<file path="config.mk">
export PLATFORM = sky130hd
export DESIGN_NAME = fir_mac_sched
export DESIGN_NICKNAME = d
export VERILOG_FILES = /design/src/rtl/fir_pkg.sv /design/src/rtl/fir_coef_bank.sv /design/src/rtl/fir_mac_sched.sv
export SDC_FILE = /design/constraint.sdc
export NUM_CORES = 1
export LEC_CHECK = 0
export CAP_MARGIN = 30
export CORE_MARGIN = 2
export CORE_UTILIZATION = 56
export DETAILED_ROUTE_END_ITERATION = 16
export PLACE_DENSITY = 0.73
export SYNTH_ARGS = -nofsm -noshare
export SYNTH_HDL_FRONTEND = slang
export SYNTH_SLANG_ARGS = --single-unit
</file>
<file path="constraint.sdc">
create_clock -name clk -period 23.9 [get_ports clk]
set_clock_uncertainty 0.05 [all_clocks]
set_input_delay 4.78 -clock clk [delete_from_list [all_inputs] [get_ports clk]]
set_output_delay 4.78 -clock clk [all_outputs]
set_load 0.01 [all_outputs]
</file>
<file path="src/rtl/fir_pkg.sv">
// Shared types and helpers for the time-multiplexed FIR MAC controller.
package fir_pkg;

  typedef enum logic [1:0] {
    IDLE = 2'd0,
    MAC  = 2'd1,
    DONE = 2'd2
  } state_t;

  // Positive full scale (Q1.15) for tap 0, so a reset filter passes samples through.
  localparam logic [15:0] H0_RESET = 16'h7FFF;

  // Accumulator width. It holds NUM_TAPS rounded (BIT_WIDTH+1)-bit products
  // without overflow.
  function automatic int acc_width(input int bit_width, input int num_taps);
    return bit_width + 1 + $clog2(num_taps);
  endfunction

endpackage

</file>
<file path="src/rtl/fir_coef_bank.sv">
// Coefficient register file. Tap 0 resets to positive full scale and all
// other taps reset to zero. Writes are accepted only while the scheduler is
// idle and the address is in range. The read port is combinational and
// indexed by the current tap.
module fir_coef_bank
  import fir_pkg::*;
#(
  parameter int BIT_WIDTH = 16,
  parameter int NUM_TAPS  = 8,
  parameter int AW        = $clog2(NUM_TAPS)
) (
  input  logic                 clk,
  input  logic                 reset,
  input  logic                 i_wr_en,
  input  logic                 i_we,
  input  logic [AW-1:0]        i_wr_addr,
  input  logic [BIT_WIDTH-1:0] i_wr_data,
  input  logic [AW-1:0]        i_rd_addr,
  output logic [BIT_WIDTH-1:0] o_rd_data
);

  logic [NUM_TAPS-1:0][BIT_WIDTH-1:0] r_h;
  logic                               w_commit;

  assign w_commit  = i_we && i_wr_en && (int'(i_wr_addr) < NUM_TAPS);
  assign o_rd_data = r_h[i_rd_addr];

  // Coefficient storage: reset to the pass-through filter, otherwise apply gated writes.
  always_ff @(posedge clk) begin
    if (reset) begin
      r_h    <= '0;
      r_h[0] <= BIT_WIDTH'(H0_RESET);
    end else if (w_commit) begin
      r_h[i_wr_addr] <= i_wr_data;
    end
  end

endmodule

</file>
<file path="src/rtl/fir_mac_sched.sv">
// Time-multiplexed FIR filter. One shared signed multiplier runs one MAC per
// clock over NUM_TAPS taps for each accepted sample.
// The build macro FIR_SAT_EN selects saturating output narrowing. When it is
// not defined, the output is the low BIT_WIDTH bits of the accumulator, which
// wraps in two's complement.
module fir_mac_sched
  import fir_pkg::*;
#(
  parameter int BIT_WIDTH = 16,
  parameter int NUM_TAPS  = 8
) (
  input  logic                        clk,
  input  logic                        reset,
  input  logic [BIT_WIDTH-1:0]        sample_in,
  input  logic                        sample_valid,
  output logic                        sample_ready,
  input  logic                        coef_we,
  input  logic [$clog2(NUM_TAPS)-1:0] coef_addr,
  input  logic [BIT_WIDTH-1:0]        coef_wdata,
  output logic [BIT_WIDTH-1:0]        out_sample,
  output logic                        out_valid,
  output logic                        busy
);

  localparam int AW         = $clog2(NUM_TAPS);
  localparam int ACC_WIDTH  = acc_width(BIT_WIDTH, NUM_TAPS);
  localparam int PW         = 2 * BIT_WIDTH;

  state_t                             r_state;
  logic [NUM_TAPS-1:0][BIT_WIDTH-1:0] r_x;
  logic signed [ACC_WIDTH-1:0]        r_acc;
  logic [AW-1:0]                      r_k;
  logic [BIT_WIDTH-1:0]               r_out;
  logic                               r_ov;
  logic                               r_busy;
  logic                               r_ready;

  logic                               w_accept;
  logic [BIT_WIDTH-1:0]               w_x_k;
  logic [BIT_WIDTH-1:0]               w_h_k;
  logic signed [PW-1:0]               w_prod;
  logic signed [BIT_WIDTH:0]          w_rnd;
  logic signed [ACC_WIDTH-1:0]        w_acc_sum;
  logic [BIT_WIDTH-1:0]               w_narrow;
  logic                               w_unused_lsbs;

  assign sample_ready = r_ready;
  assign out_sample   = r_out;
  assign out_valid    = r_ov;
  assign busy         = r_busy;

  // r_ready is high exactly when the FSM is in IDLE, so it doubles as the IDLE qualifier.
  assign w_accept = sample_valid && r_ready;

  fir_coef_bank #(
    .BIT_WIDTH (BIT_WIDTH),
    .NUM_TAPS  (NUM_TAPS),
    .AW        (AW)
  ) u_coef (
    .clk       (clk),
    .reset     (reset),
    .i_wr_en   (r_state == IDLE),
    .i_we      (coef_we),
    .i_wr_addr (coef_addr),
    .i_wr_data (coef_wdata),
    .i_rd_addr (r_k),
    .o_rd_data (w_h_k)
  );

  // Shared multiplier. The product is rounded to (W+1) bits by a half-LSB add at bit W-2.
  assign w_x_k         = r_x[r_k];
  assign w_prod        = $signed(w_x_k) * $signed(w_h_k);
  assign w_rnd         = w_prod[PW-1:BIT_WIDTH-1] + {{BIT_WIDTH{1'b0}}, w_prod[BIT_WIDTH-2]};
  assign w_acc_sum     = r_acc + {{(ACC_WIDTH-BIT_WIDTH-1){w_rnd[BIT_WIDTH]}}, w_rnd};
  assign w_unused_lsbs = ^w_prod[BIT_WIDTH-3:0];

  // Narrow the final accumulator value to the output width.
  always_comb begin
    w_narrow = w_acc_sum[BIT_WIDTH-1:0];
`ifdef FIR_SAT_EN
    // The value fits when all bits above the output sign bit are copies of it.
    if (!((&w_acc_sum[ACC_WIDTH-1:BIT_WIDTH-1]) || !(|w_acc_sum[ACC_WIDTH-1:BIT_WIDTH-1])))
      w_narrow = w_acc_sum[ACC_WIDTH-1] ? {1'b1, {(BIT_WIDTH-1){1'b0}}}
                                        : {1'b0, {(BIT_WIDTH-1){1'b1}}};
`endif
  end

  // Sequencing FSM with the delay line, accumulator and registered handshake outputs.
  always_ff @(posedge clk) begin
    if (reset) begin
      r_state <= IDLE;
      r_x     <= '0;
      r_acc   <= '0;
      r_k     <= '0;
      r_out   <= '0;
      r_ov    <= 1'b0;
      r_busy  <= 1'b0;
      r_ready <= 1'b1;
    end else begin
      r_ov <= 1'b0;
      case (r_state)
        IDLE: begin
          if (w_accept) begin
            r_x     <= {r_x[NUM_TAPS-2:0], sample_in};
            r_acc   <= '0;
            r_k     <= '0;
            r_state <= MAC;
            r_ready <= 1'b0;
            r_busy  <= 1'b1;
          end
        end
        MAC: begin
          r_acc <= w_acc_sum;
          r_k   <= r_k + 1'b1;
          if (r_k == AW'(NUM_TAPS - 1)) begin
            r_state <= DONE;
            r_out   <= w_narrow;
            r_ov    <= 1'b1;
          end
        end
        DONE: begin
          r_state <= IDLE;
          r_busy  <= 1'b0;
          r_ready <= 1'b1;
        end
        default: begin
          r_state <= IDLE;
          r_busy  <= 1'b0;
          r_ready <= 1'b1;
        end
      endcase
    end
  end

endmodule

</file>
==> impl_metrics.tcl, run 1 <==
set metrics [dict create \
    gr-total-overflow 0 \
    crit_path_end_kind "register" \
    htree_num_levels 1 \
    die_h_um 205.8 \
    antenna_found_initial 1 \
    numCtsBuffers 31 \
    finalCriticalPeriod_ps 10990 \
    gp_congestion 0.8733 \
    worstPathRequired_ps 24380 \
    syn_inst 2585 \
    grt_pass1_wl_um 95010 \
    core_mm2 0.04001 \
    synth_edf_count 0 \
    die_x_um 205.8 \
    synthArstFlopShare_pct 0 \
    finalMaxSlewViolations 0 \
    synthDistinctLibCells 77 \
    final_util_pct 62.59 \
    route.met3.wl_um 4036 \
    die_area_mm2 0.04235 \
    place_ws_ps 12990 \
    leakage_nw 10.88 \
    rows 73 \
    highest_layer "met4" \
    start_kind "register" \
    outcome "finished clean" \
    ir_drop_v 0.0001175 \
    synth.largest_area_cell "dfxtp_1" \
    grt_max_degree 115 \
    syn-num-nets 2978 \
    seq_area_frac_synth_pct 25.99 \
    post_drt_wl_per_cell_um 18.73 \
    rsz0062_at_grt "no" \
    wl_met2_um 26640 \
    vias 17800 \
    hpwlAfterDp_um 42500 \
    grt_pass1_vias 17990 \
    worst_path_largest_cell_delay_ps 800 \
    port_buffers 57 \
    avgSynthCellArea_um2 8.821 \
    firstDrtPassIters 6 \
    clockBufferDepth 3 \
    min_path_type "register to register" \
    fmax_mhz 90.97 \
    wl_um 58240 \
    wl_met1_um 25480 \
    final_nets 2953 \
    io_pins 58 \
    post_dp_cell_area_mm2 0.02379 \
    cp_slowest_cell "dfxtp_4" \
    cts-resized-gates 0 \
    synth_ff_type "dfxtp_1" \
    max_cap_viol_count 0 \
    synth_area_leaders "dfxtp_1 (26%), fa_1 (22%), nand2_1 (9.7%), mux4_2 (6.0%), ha_1 (5.4%)" \
    clockRootBuffer "clkbuf_16" \
    timing_worst_setup_path_type "register to register" \
    stdcell_area_mm2 0.02504 \
    drc 0 \
    cp_max_fo 38 \
    hold_buffers 0 \
    cts.clk_slew.worst_paths_ps 70 \
    powerDensity_mw_per_mm2 124.6 \
    drtIter0Drc 1314 \
    yosys.area.top_type_share_pct 25.99 \
    relSlewSlack_pct 29.48 \
    post_route_cells_drive_above_1_share_pct 7.621 \
    fin_crit_sh_pct 45.99 \
    grt_usage_pct 28.71 \
    whs_ps 403.5 \
    layout_common_cells "nand2_1 (591), inv_1 (319), dfxtp_1 (293)" \
    start_util_pct 57.00 \
    diodes 0 \
    syn_to_final_growth_pct 9.800 \
    ant_nets 0 \
    setup_ws_ps 12910 \
    clock_latency_ps 590 \
    ys.warnings.count 0 \
    setup_tns_ps 0 \
    setup_viol 0 \
    synth-seq-cells 296 \
    viasPerCell 5.723 \
    cts.sinks 296 \
    cts_tree "yes" \
    tightestPinTransition_ps 1028 \
    post_cts_buffers 0 \
    hold_viol 0 \
    synthesis.area_mm2 0.02280 \
    final_common_cell "nand2_1" \
    cp.arrival_ps 11480 \
    cp_common_cell "fa_1" \
]
routing by layer:
layer  track usage, %  up-vias
met2            45.88      588
met1            40.30     8858
met3            3.912      120
li1                 -     8233
met4            9.949        0
met5                0        -
Yosys cell counts, types with 8 or more instances:
cell / number
mux2_2: 29
nand2b_1: 8
and2_1: 18
mux2i_1: 89
mux4_2: 61
ha_1: 98
nor2_1: 204
xor2_1: 18
nand3_1: 29
o211ai_1: 11
fa_1: 256
nand3b_1: 18
nand4_1: 8
buf_1: 13
clkbuf_1: 127
nor2b_1: 9
dfxtp_1: 296
xnor2_1: 28
o21ai_0: 17
a21o_1: 10
nand2_1: 591
inv_1: 319
a21oi_1: 230
critical path, delay by kind of cell (launching register included):
family | cells | cell delay (ps)
AND/OR/NAND/NOR | 6 | 1690
flip-flops | 1 | 800
multiplexers | 2 | 1310
AO/OA/AOI/OAI | 10 | 2220
XOR/XNOR | 3 | 550
buffers and inverters | 5 | 790
adder cells (fa/ha/maj) | 8 | 3470
power by group:
group	total [W]	internal, W	switching, W
Sequential	0.000518	0.000507	0.0000116
Combinational	0.00203	0.000800	0.00123
Clock	0.000568	0.000350	0.000218
layout make-up:
type                            instances  area [um^2]
Clock buffer                           41        884.6
Clock inverter                         17        331.6
Fill cell                            3367        14970
Inverter                              320         1201
Multi-Input combinational cell       1825        15130
Sequential cell                       296         5934
Tap cell                              525        656.9
Timing Repair Buffer                   86        899.6
flip-flops by register name (all words and copies together), names as in the netlist:
| register | count |
|---|---|
| sample_ready | 1 |
| r_k | 3 |
| out_valid | 1 |
| r_state | 2 |
| busy | 1 |
| r_x | 128 |
| r_acc | 16 |
| out_sample | 16 |
| u_coef.r_h | 128 |
per-stage QoR:
step                total power (W)  std cells
global route               0.003427       3110
detailed placement         0.002536       3051
floorplan                  0.002093       2585
finish                     0.003119       3110
global placement           0.002473       3044
CTS                        0.003114       3109
path summary, 6_finish.rpt:
| check | from | endpoint | slack (ps) | cells after the start |
|---|---|---|---|---|
| worst min-delay path | u_coef.r_h[124]$_SDFFE_PP0P_ | u_coef.r_h[124]$_SDFFE_PP0P_ | 400 | 2 |
| worst min register to register | u_coef.r_h[124]$_SDFFE_PP0P_ | u_coef.r_h[124]$_SDFFE_PP0P_ | 400 | 2 |
| worst max-delay path | r_k[0]$_SDFFE_PP0P_ | r_acc[15]$_SDFFE_PP0P_ | 12910 | 34 |
| worst max register to register | r_k[0]$_SDFFE_PP0P_ | r_acc[15]$_SDFFE_PP0P_ | 12910 | 34 |
cell families (layout without fill, tap and decap cells):
group	after synthesis	after routing	share of synthesized area (%)
AND/OR/NAND/NOR	923	923	16.79
AO/OA/AOI/OAI	320	320	8.198
buffers and inverters	464	464	7.698
XOR/XNOR	46	46	1.767
multiplexers	182	182	11.71
adder cells (fa/ha/maj)	354	354	27.85
flip-flops	296	296	25.99
Note: power is estimated with default switching activity, not from simulation.
==> run 2, diff against run 1 <==
Clock period 23.9 ns to 10.55 ns, I/O delays scaled along.
==> run 2 against run 1 <==
  * Combinational power up 130%
  * Worst setup slack worse by 12000 ps
  * Cell count up 0.80%
  * Flip-flop and latch count unchanged
  * Register-to-register slack worse by 12000 ps
  * Clock power up 120%
  * Die area unchanged
  * Via count up 0.72%
  * Sequential power up 130%
  * Total power up 130%
  * Global-route usage down 0.71 points
  * Critical path type unchanged
  * Critical endpoint unchanged
==> impl_metrics.tcl, run 2 (synthesis gave the netlist of run 1 again) <==
set metrics [dict create \
    syn_to_final_growth_pct 10.48 \
    clock_latency_ps 600 \
    grt_pass1_wl_um 93560 \
    relSlewSlack_pct 31.68 \
    start_kind "register" \
    fin_crit_sh_pct 95.17 \
    final_util_pct 62.97 \
    multi_input_area_mm2 0.01517 \
    cts_tree "yes" \
    rows 73 \
    tightestPinTransition_ps 1025 \
    cts.sinks 296 \
    diodes 0 \
    hold_viol 0 \
    firstDrtPassIters 6 \
    place_ws_ps 231.7 \
    setup.worst_path.start "r_k[0]$_SDFFE_PP0P_" \
    leakage_nw 11.00 \
    io_pins 58 \
    viasPerCell 5.719 \
    rr_worst_depth 36 \
    fmax_mhz 99.60 \
    die_x_um 205.8 \
    hold_buffers 0 \
    cp_slowest_cell "fa_1" \
    drtIter0Drc 1467 \
    antenna_found_initial 0 \
    ir_drop_v 0.0002808 \
    htree_num_levels 1 \
    vias 17930 \
    finalCriticalPeriod_ps 10040 \
    port_buffers 57 \
    cp_max_fo 15 \
    p_total_w 0.007052 \
    worst_path_largest_cell_delay_ps 560 \
    worstPathRequired_ps 11030 \
    layout_common_cells "nand2_1 (591), inv_1 (319), dfxtp_1 (293)" \
    post_drt_wl_per_cell_um 18.37 \
    finalMaxSlewViolations 0 \
    core_mm2 0.04001 \
    cp.arrival_ps 10520 \
    grt_max_degree 113 \
    gr-total-overflow 0 \
    setup_viol 0 \
    hpwlAfterDp_um 43030 \
    seqCellArea_mm2 0.005934 \
    gp_congestion 0.9355 \
    setup_ws_ps 509.6 \
    regToRegStartpoint "r_k[0]$_SDFFE_PP0P_" \
    clockBufferDepth 3 \
    max_cap_viol_count 0 \
    grt_usage_pct 28.00 \
    final_nets 2978 \
    drc 0 \
    cp_common_cell "fa_1" \
    reg_top3 "r_x: 128 flops, u_coef.r_h: 128 flops" \
    ant_nets 0 \
    crit_path_end_kind "register" \
    start_util_pct 57.00 \
    wl_um 57580 \
    numCtsBuffers 31 \
    clockRootBuffer "clkbuf_16" \
    cts.clk_slew.worst_paths_ps 70 \
    powerDensity_mw_per_mm2 279.9 \
    die_area_mm2 0.04235 \
    fill_cells 3349 \
    post_route_cells_drive_above_1_share_pct 8.851 \
    whs_path_depth 2 \
    hold_start "u_coef.r_h[108]$_SDFFE_PP0P_" \
    min_path_type "register to register" \
    die_h_um 205.8 \
    final_common_cell "nand2_1" \
    outcome "finished clean" \
    grt_pass1_vias 17870 \
    timing_worst_setup_path_type "register to register" \
]
==> run 2: worst paths after layout <==
path                                  end  slack (ps)
max                r_acc[15]$_SDFFE_PP0P_         510
min          u_coef.r_h[108]$_SDFFE_PP0P_         400
max reg2reg        r_acc[15]$_SDFFE_PP0P_         510
min reg2reg  u_coef.r_h[108]$_SDFFE_PP0P_         400
==> run 2: final cells by class <==
cell class                      count  share of cell area, %
Clock buffer                       36                  3.313
Clock inverter                     22                  1.286
Inverter                          320                  4.768
Multi-Input combinational cell   1825                  60.21
Sequential cell                   296                  23.56
Tap cell                          525                  2.607
Timing Repair Buffer              111                  4.261
==> run 2: layer usage <==
layer	up-vias	global-route usage, %	part of all wire [%]
met3	79	3.263	6.8
met4	0	6.505	1.9
met5	-	0	0
met1	8922	39.33	44
met2	648	46.63	48
li1	8279	-	-
==> run 2: where the power goes <==
| part | internal (W) | switching, W | total (W) |
|---|---|---|---|
| Sequential | 0.00115 | 0.0000214 | 0.00117 |
| Combinational | 0.00183 | 0.00282 | 0.00465 |
| Clock | 0.000744 | 0.000490 | 0.00123 |
==> run 2: what timing repair did <==
| action | 4_1_cts | 5_1_grt |
|---|---|---|
| endpoints found under the setup margin | 0 | 12 |
| setup buffers | 0 | 11 |
| gates resized for setup | 0 | 15 |
==> run 2: metrics by stage <==
| stage | area (um^2) | hold WS (ps) | setup TNS [ps] | instances |
|---|---|---|---|---|
| floorplan | 22800 | 380.0 | 0 | 2585 |
| global placement | 23850 | 388.8 | 0 | 3063 |
| detailed placement | 23880 | 394.9 | 0 | 3065 |
| CTS | 25040 | 403.6 | 0 | 3123 |
| global route | 25190 | 424.2 | -23.27 | 3135 |
| finish | 25190 | 404.7 | 0 | 3135 |
==> run 2: worst max-delay path, delay by kind of cell, from the launching register on <==
family / cells / cell delay, ps
buffers and inverters: 7 / 730
and+or+nand+nor: 6 / 1650
AOI/OAI and AO/OA: 10 / 2160
DFF: 1 / 470
adders and majority gates: 8 / 3620
xor gates and xnor gates: 3 / 560
muxes: 2 / 720
==> run 3, diff against run 2 <==
Settings changed: GPL_ROUTABILITY_DRIVEN set to 0, SLEW_MARGIN set to 10, SYNTH_HIERARCHICAL set to 1.
==> run 3 against run 2 <==
  * Design area grew 1.3%
  * Flip-flop and latch count unchanged
  * Core utilization is 1.9 points lower
  * Sequential share of layout area is 0.29 points lower
  * Cell count fell by 2.7%
  * Critical endpoint is now out_sample[15]$_SDFFE_PP0P_
  * Largest power group unchanged
==> impl_metrics.tcl, run 3 <==
set metrics [dict create \
    gr-total-overflow 0 \
    ys.warnings.count 6 \
    synth.largest_area_cell "dfxtp_1" \
    p_total_w 0.007748 \
    clock_latency_ps 600 \
    ant_nets 0 \
    htree_num_levels 1 \
    reg_top3 "r_x: 128 flops, u_coef/r_h: 128 flops" \
    synthArstFlopShare_pct 0 \
    io_pins 58 \
    grt_usage_pct 25.73 \
    drc 0 \
    powerDensity_mw_per_mm2 303.7 \
    ir_drop_v 0.0003207 \
    synth_area_leaders "dfxtp_1 (25%), fa_1 (22%), nand2_1 (7.0%), mux2i_1 (5.7%), ha_1 (5.2%)" \
    synthDistinctLibCells 81 \
    wl_um 54630 \
    numCtsBuffers 31 \
    hold_buffers 0 \
    cp_slowest_cell "mux4_1" \
    start_kind "register" \
    die_x_um 209.0 \
    core_mm2 0.04176 \
    synth_edf_count 0 \
    outcome "finished clean" \
    post_drt_wl_per_cell_um 17.91 \
    whs_ps 409.7 \
    stdcell_area_mm2 0.02551 \
    worst_path_largest_cell_delay_ps 660 \
    crit_path_end_kind "register" \
    relSlewSlack_pct 36.85 \
    syn_to_final_growth_pct 8.376 \
    dp_cells 2993 \
    cp.arrival_ps 10420 \
    cts.sinks 296 \
    min_path_type "register to register" \
    fmax_mhz 100.1 \
    cts_tree "yes" \
    setup_tns_ps 0 \
    drtIter0Drc 1280 \
    max_cap_viol_count 0 \
    final_common_cell "nand2_1" \
    layout_common_cells "nand2_1 (441), inv_1 (298), dfxtp_1 (293)" \
    viasPerCell 5.609 \
    syn-num-nets 2912 \
    port_buffers 57 \
    finalCriticalPeriod_ps 9990 \
    grt_pass1_wl_um 91390 \
    yosysMostFrequentCell "nand2_1" \
    synth-seq-cells 296 \
    die_area_mm2 0.04369 \
    clockRootBuffer "clkbuf_16" \
    seq_area_frac_synth_pct 25.17 \
    final_nets 2882 \
    die_h_um 209.0 \
    setup_viol 0 \
    diodes 0 \
    finalMaxSlewViolations 0 \
    vias 17110 \
    cp_common_cell "fa_1" \
    yosys.area.top_type_share_pct 25.17 \
    tightestPinTransition_ps 943.1 \
    synthesis.area_mm2 0.02354 \
    post_dp_cell_area_mm2 0.02435 \
    syn_inst 2519 \
    grt_pass1_vias 17640 \
    cp_max_fo 18 \
    grt_max_degree 143 \
    cts.clk_slew.worst_paths_ps 60 \
    post_route_cells_drive_above_1_share_pct 7.404 \
    layout.cells.non_filler 3051 \
    fill_cells 3410 \
    antenna_found_initial 0 \
    hold_viol 0 \
    avgSynthCellArea_um2 9.346 \
    start_util_pct 56.37 \
    synth_ff_type "dfxtp_1" \
    leakage_nw 11.08 \
    worstPathRequired_ps 10980 \
    rsz0062_at_grt "no" \
    timing_worst_setup_path_type "register to register" \
    hpwlAfterDp_um 40460 \
    firstDrtPassIters 6 \
    rows 75 \
    clockBufferDepth 3 \
    netlist_top_cells_count "nand2_1 (441), inv_1 (298), dfxtp_1 (296)" \
    fin_crit_sh_pct 94.69 \
]
run 3: cell types whose count changed after synthesis, moves of 11 or more:
cell,change
a21oi_1,-49
and2_1,+89
buf_1,-11
clkbuf_1,-16
inv_1,-21
mux2i_1,+44
mux4_1,+18
mux4_2,-20
nand2_1,-150
nand2b_1,+134
nand3b_1,-16
nor2_1,-128
run 3: kinds of logic (layout without fill, tap and decap cells):
family	after synthesis	count (layout)	synth area share (%)
compound gates	278	278	6.883
fa+ha+maj	354	354	26.98
buf+inv	441	434	7.590
xor+xnor	50	50	1.972
mux	226	226	13.43
simple gates	874	874	17.98
flops	296	296	25.17
run 3: routing by layer:
metal	global-route usage, %	vias up	wire (um)
met5	0	-	0
met4	7.759	0	1562
met3	3.366	91	2453
met2	44.32	433	27300
met1	33.96	8553	23310
li1	-	8037	-
run 3: timing repair:
item	4_1_cts	5_1_grt
gates resized for setup	0	10
endpoints found under the hold margin	0	0
setup endpoints to repair	0	6
buffers inserted	0	0
run 3: path summary, 6_finish.rpt:
kind	startpoint	end	slack, ps	cells past startpoint
hold / removal	r_x[112]$_SDFFE_PP0P_	r_x[112]$_SDFFE_PP0P_	410	2
setup reg to reg	r_k[1]$_SDFFE_PP0P_	out_sample[15]$_SDFFE_PP0P_	560	33
setup / recovery	r_k[1]$_SDFFE_PP0P_	out_sample[15]$_SDFFE_PP0P_	560	33
hold reg to reg	r_x[112]$_SDFFE_PP0P_	r_x[112]$_SDFFE_PP0P_	410	2
run 3: where the power goes:
group	internal, W	switching (W)
Sequential	0.00115	0.0000197
Clock	0.000700	0.000465
Combinational	0.00213	0.00328
run 3: through the flow:
step	util, %	setup WS (ps)
after global routing	61.10	30.55
final	61.10	559.8
after detailed placement	58.31	544.1
after CTS	60.92	350.1
after global placement	58.19	600.2
after floorplan	-	394.9
run 3: final cells by class:
type / count / area (um^2) / area share [%]
clock inverter: 14 / 222.7 / 0.8729
clock buffer: 42 / 867.1 / 3.399
timing repair buffer: 80 / 823.3 / 3.227
multi-input combinational: 1782 / 15870 / 62.20
tap: 539 / 674.4 / 2.643
inverter: 298 / 1119 / 4.384
sequential: 296 / 5937 / 23.27
run 3: critical path: cells and delay by family, from the launching register on:
kind	cells	cell delay, ps
fa+ha+maj	9	3840
compound gates	8	1860
simple gates	5	1350
mux	3	1350
xor+xnor	4	610
buf+inv	4	440
flops	1	360
